## src/rtl/pru1_cpu_oci_dct_packer.sv

```systemverilog
// Packs 2-bit trace compression codes into 30-bit words of 15 slots, with
// flush, drain-to-end and sticky overflow handling.
module pru1_cpu_oci_dct_packer (
  input  logic        clk,
  input  logic        reset_n,
  input  logic        trc_on,
  input  logic        tr_valid,
  input  logic [1:0]  tr_code,
  input  logic        flush_req,
  input  logic        test_ending,
  input  logic        word_ready,
  output logic        word_valid,
  output logic [29:0] dct_buffer,
  output logic [3:0]  dct_count,
  output logic        overflow,
  output logic        test_has_ended
);

  typedef enum logic [1:0] {IDLE, PACK, DRAIN, ENDED} state_t;

  localparam logic [3:0] LAST_SLOT = 4'd14;

  state_t      state;
  logic [29:0] acc;
  logic [3:0]  acc_cnt;

  logic        slot_free;
  logic        in_pack;
  logic        accept;
  logic        drop;
  logic        pack_emit;
  logic        drain_emit;
  logic        emit;
  logic [29:0] acc_ins;
  logic [29:0] emit_buf;
  logic [3:0]  emit_cnt;

  // NOTE: every always_comb output gets a default first so no latch can be inferred.
  always_comb begin
    slot_free  = !word_valid || word_ready;
    in_pack    = (state == PACK);
    accept     = 1'b0;
    drop       = 1'b0;
    pack_emit  = 1'b0;
    drain_emit = 1'b0;
    // The code lands in slot acc_cnt; at slot 14 this is {tr_code, acc[27:0]}.
    acc_ins    = acc | ({28'b0, tr_code} << {acc_cnt, 1'b0});
    emit_buf   = acc;
    emit_cnt   = acc_cnt;

    if (in_pack && trc_on && tr_valid) begin
      if (acc_cnt < LAST_SLOT || slot_free) accept = 1'b1;
      else                                  drop   = 1'b1;
    end

    if (in_pack) begin
      pack_emit = (accept && acc_cnt == LAST_SLOT) ||
                  (flush_req && slot_free && (acc_cnt != 4'd0 || accept));
      if (accept) begin
        emit_buf = acc_ins;
        emit_cnt = acc_cnt + 4'd1;
      end
    end

    drain_emit = (state == DRAIN) && (acc_cnt != 4'd0) && slot_free;
    emit       = pack_emit || drain_emit;
  end

  // NOTE: sequential state uses non-blocking assignments only.
  always_ff @(posedge clk) begin
    if (!reset_n) begin
      state          <= IDLE;
      acc            <= '0;
      acc_cnt        <= '0;
      word_valid     <= 1'b0;
      dct_buffer     <= '0;
      dct_count      <= '0;
      overflow       <= 1'b0;
      test_has_ended <= 1'b0;
    end else begin
      if (state != ENDED) begin
        if (emit) begin
          word_valid <= 1'b1;
          dct_buffer <= emit_buf;
          dct_count  <= emit_cnt;
          acc        <= '0;
          acc_cnt    <= '0;
        end else begin
          if (word_valid && word_ready) word_valid <= 1'b0;
          if (accept) begin
            acc     <= acc_ins;
            acc_cnt <= acc_cnt + 4'd1;
          end
        end
        if (drop) overflow <= 1'b1;
      end

      case (state)
        IDLE: begin
          if (test_ending) state <= DRAIN;
          else if (trc_on) state <= PACK;
        end
        PACK: begin
          if (test_ending)  state <= DRAIN;
          else if (!trc_on) state <= IDLE;
        end
        DRAIN: begin
          // Done once the accumulator is empty and the last word has left.
          if (acc_cnt == 4'd0 && (!word_valid || word_ready)) begin
            state          <= ENDED;
            test_has_ended <= 1'b1;
          end
        end
        default: state <= ENDED;
      endcase
    end
  end

endmodule
```

## config.mk

```make
export PLATFORM = sky130hd
export DESIGN_NAME = pru1_cpu_oci_dct_packer
export DESIGN_NICKNAME = d
export VERILOG_FILES = /design/src/rtl/pru1_cpu_oci_dct_packer.sv
export SDC_FILE = /design/constraint.sdc
export NUM_CORES = 1
export LEC_CHECK = 0
export CORE_MARGIN = 4
export CORE_UTILIZATION = 30
export DETAILED_ROUTE_END_ITERATION = 6
export PLACE_DENSITY_LB_ADDON = 0.08
export SLEW_MARGIN = 20
export SYNTH_ARGS = -nofsm -noshare
export SYNTH_HDL_FRONTEND = slang
export SYNTH_SLANG_ARGS = --single-unit
```

## constraint.sdc

```tcl
create_clock -name clk -period 4.83 [get_ports clk]
set_clock_uncertainty 0.1 [all_clocks]
set_input_delay 0.966 -clock clk [delete_from_list [all_inputs] [get_ports clk]]
set_output_delay 0.966 -clock clk [all_outputs]
set_load 0.01 [all_outputs]
```

==> results.cfg <==
[synthesis]
yosysTopAreaCell = dfxtp_1
synthTopCellsByCount = 73 x dfxtp_1, 38 x nor2_1, 29 x a31oi_1, 27 x a21oi_1, 19 x a211oi_2
ys_seq_area_frac = 0.506
synth-seq-cells = 73
synth_top_area_frac = 0.506
ys.warnings.count = 0
synth.net_count = 303
syn_inst = 291
synth_edf_count = 0
post-synth-top-count-cell = dfxtp_1
synth.area.top_cells = dfxtp_1 51%, a211oi_2 8.2%, a31oi_1 6.3%
syn_area_per_cell_sq_um = 9.93
synthFlopType = dfxtp_1
syn-cell-area_sq_um = 2890
ys_types = 40
synth-async-reset-ratio = 0

[worst_setup_path]
reg2reg_from = acc_cnt[1]
endpoint = dct_count[1]
crit_type = input port to flip-flop
crit_arrival_ns = 3.08
required_ns = 4.92
slowest_stage = clkdlybuf4s50_1
critPathMaxFanout = 22
reg2regPathDepth = 7
cp-start-kind = input port
crit_chain = clkdlybuf4s50_1 > nand2b_1 > a22oi_1 > o32a_1 > nor2_2 > buf_12 > a311oi_1
reg2reg_to = dct_buffer[24]
startpoint = word_ready
endpoint_kind = flip-flop
r2r_slack_ns = 2.03
slowest_delay_ns = 0.52

[drt]
vias_per_cell = 4.98
via_count = 2303
route.detailed.drc = 0
firstDrtPassIters = 4
drt_wl_total_mm = 7.54
drtIter0Drc = 128
wl_per_cell_um = 16.3
ant_nets = 0

[global_routing]
grt_use_met2 = 0.222
grt_start_max_net_pins = 37
grt_remaining_overflow = 0
grt_pass1_wl_mm = 12.4
grt_pass1_vias = 2269
grt_util_met3 = 0.0437
antenna_found_initial = 0
grt.busiest_layer = met2
use_met1 = 0.187
grtUsageTotal = 0.140

[timing]
hold_violations = 0
setup_viol = 0
grt_setup_unrepaired = false
final.min_clock_period_ns = 2.98
holdWs_ns = 0.348
slew_headroom = 0.306
finalSetupTns_ns = 0
fmax_ghz = 0.335
worst_slew_pin_slew_ns = 1.04
slew_violations = 0
fin_crit_sh = 0.618

[power_and_ir_drop]
ir_worst_vdd_mv = 0.152
power_mw = 1.23
p_leak_nw = 1.38
p_comb_frac = 0.085
clkPwrFrac = 0.411
power_density_nw_per_um2 = 338
switching_share = 0.238
p_seq_frac = 0.505
p_int_uw = 937
power.switching_uw = 293

[clock_tree]
cts_tree = built
numCtsBuffers = 9
cts_max_level = 3
clk-insertion-delay-late_ns = 0.34
hold_buffers = 0
cts_sinks = 73
post-cts-setup-buffers = 0
cts_root_buf = clkbuf_8
clkTransAtPathRegs_ns = 0.08
clockBufferDepth = 2
cts_resized = 0

[cells_and_area]
final_nets = 340
final_util = 0.390
post_route_cells_drive_above_1_share = 0.144
antenna_cells = 0
area_delta_synth_final_pct = 25.8

[placed_design]
routabilityCongestion = 0.736
port_buffers = 45
hpwl_mm = 4.95

[die]
start_util = 0.310
core_area_sq_um = 9330
ioPinCount = 46
floorplan.die.width_um = 106
num_rows = 35
die_area_sq_um = 11300
die_y_um = 106

[hold_path]
min_path_cells = 2
hold_class = flip-flop to flip-flop

[flow_run]
maxCapViolCount = 0

[status]
status = complete, no violations
power by group through the flow:
| stage | Combinational (mW) | Sequential (mW) | Clock (mW) |
|---|---|---|---|
| global route | 0.113 | 0.623 | 0.550 |
| CTS | 0.106 | 0.621 | 0.523 |
| floorplan | 0.0588 | 0.639 | 0 |
| finish | 0.104 | 0.621 | 0.505 |
| detailed placement | 0.106 | 0.635 | 0 |
| global placement | 0.105 | 0.635 | 0 |
cell type report:
class / count / area [sq um]
fillers: 940 / 5690
flip-flops and latches: 73 / 1460
multi-input cells: 190 / 1280
repair buffers: 50 / 500
clock buffers: 12 / 165
well taps: 129 / 161
clock inverters: 4 / 50.0
inverters: 4 / 15.0
state kept, by name, indices dropped and copies added (netlist names):
| name | flops |
|---|---|
| word_valid | 1 |
| test_has_ended | 1 |
| acc | 30 |
| state | 2 |
| acc_cnt | 4 |
| dct_count | 4 |
| overflow | 1 |
| dct_buffer | 30 |
worst min path at each step:
| stage | from | end |
|---|---|---|
| floorplan | acc[18] | acc[18] |
| global placement | acc[26] | acc[26] |
| detailed placement | dct_count[3] | dct_count[3] |
| CTS | dct_count[3] | dct_count[3] |
| global route | dct_count[3] | dct_count[3] |
| finish | dct_count[3] | dct_count[3] |
critical path: cells and delay by family:
family                 cells  cell delay (ns)
AO/OA/AOI/OAI              3             0.53
buffers and inverters      2             0.79
AND/OR/NAND/NOR            2             0.76
layer usage:
metal,share of wire,vias up
met5,0,-
met4,0.011,0
met3,0.044,5
met2,0.46,51
met1,0.48,1104
li1,-,1143
cells in the final DEF, fill, tap and decap left out, types with 2 or more instances in the layout:
cell type         n
and2_1            2
nand2b_1          2
a41oi_1           2
nand3_1          14
clkdlybuf4s50_1  45
dfxtp_1          73
and3_1            9
nor2b_1           5
a211oi_2         19
nand4_1           2
clkinvlp_4        2
inv_1             3
clkbuf_8         12
a21oi_1          27
nor2_2            2
buf_4             4
nand2_1           5
a31oi_1          29
o211a_1          12
nor2_1           38
nor3_1            2
ha_1              3
cell families (layout without fill, tap and decap cells):
| logic type | Yosys count | count (layout) | share of synthesized area |
|---|---|---|---|
| buf+inv | 28 | 70 | 0.0507 |
| mux | 1 | 1 | 0.00390 |
| fa+ha+maj | 3 | 3 | 0.0130 |
| compound gates | 101 | 101 | 0.284 |
| simple gates | 84 | 84 | 0.140 |
| xor+xnor | 1 | 1 | 0.00303 |
| flops | 73 | 73 | 0.506 |
metrics by stage:
step                      setup slack [ns]  std cells  cell area (sq um)
final                                 1.85        462               3630
after global routing                  1.69        462               3630
after CTS                             1.84        462               3630
after detailed placement              1.46        446               3420
after global placement                1.50        446               3420
after floorplan                       2.38        291               2890
Note: power is estimated with default switching activity, not from simulation.
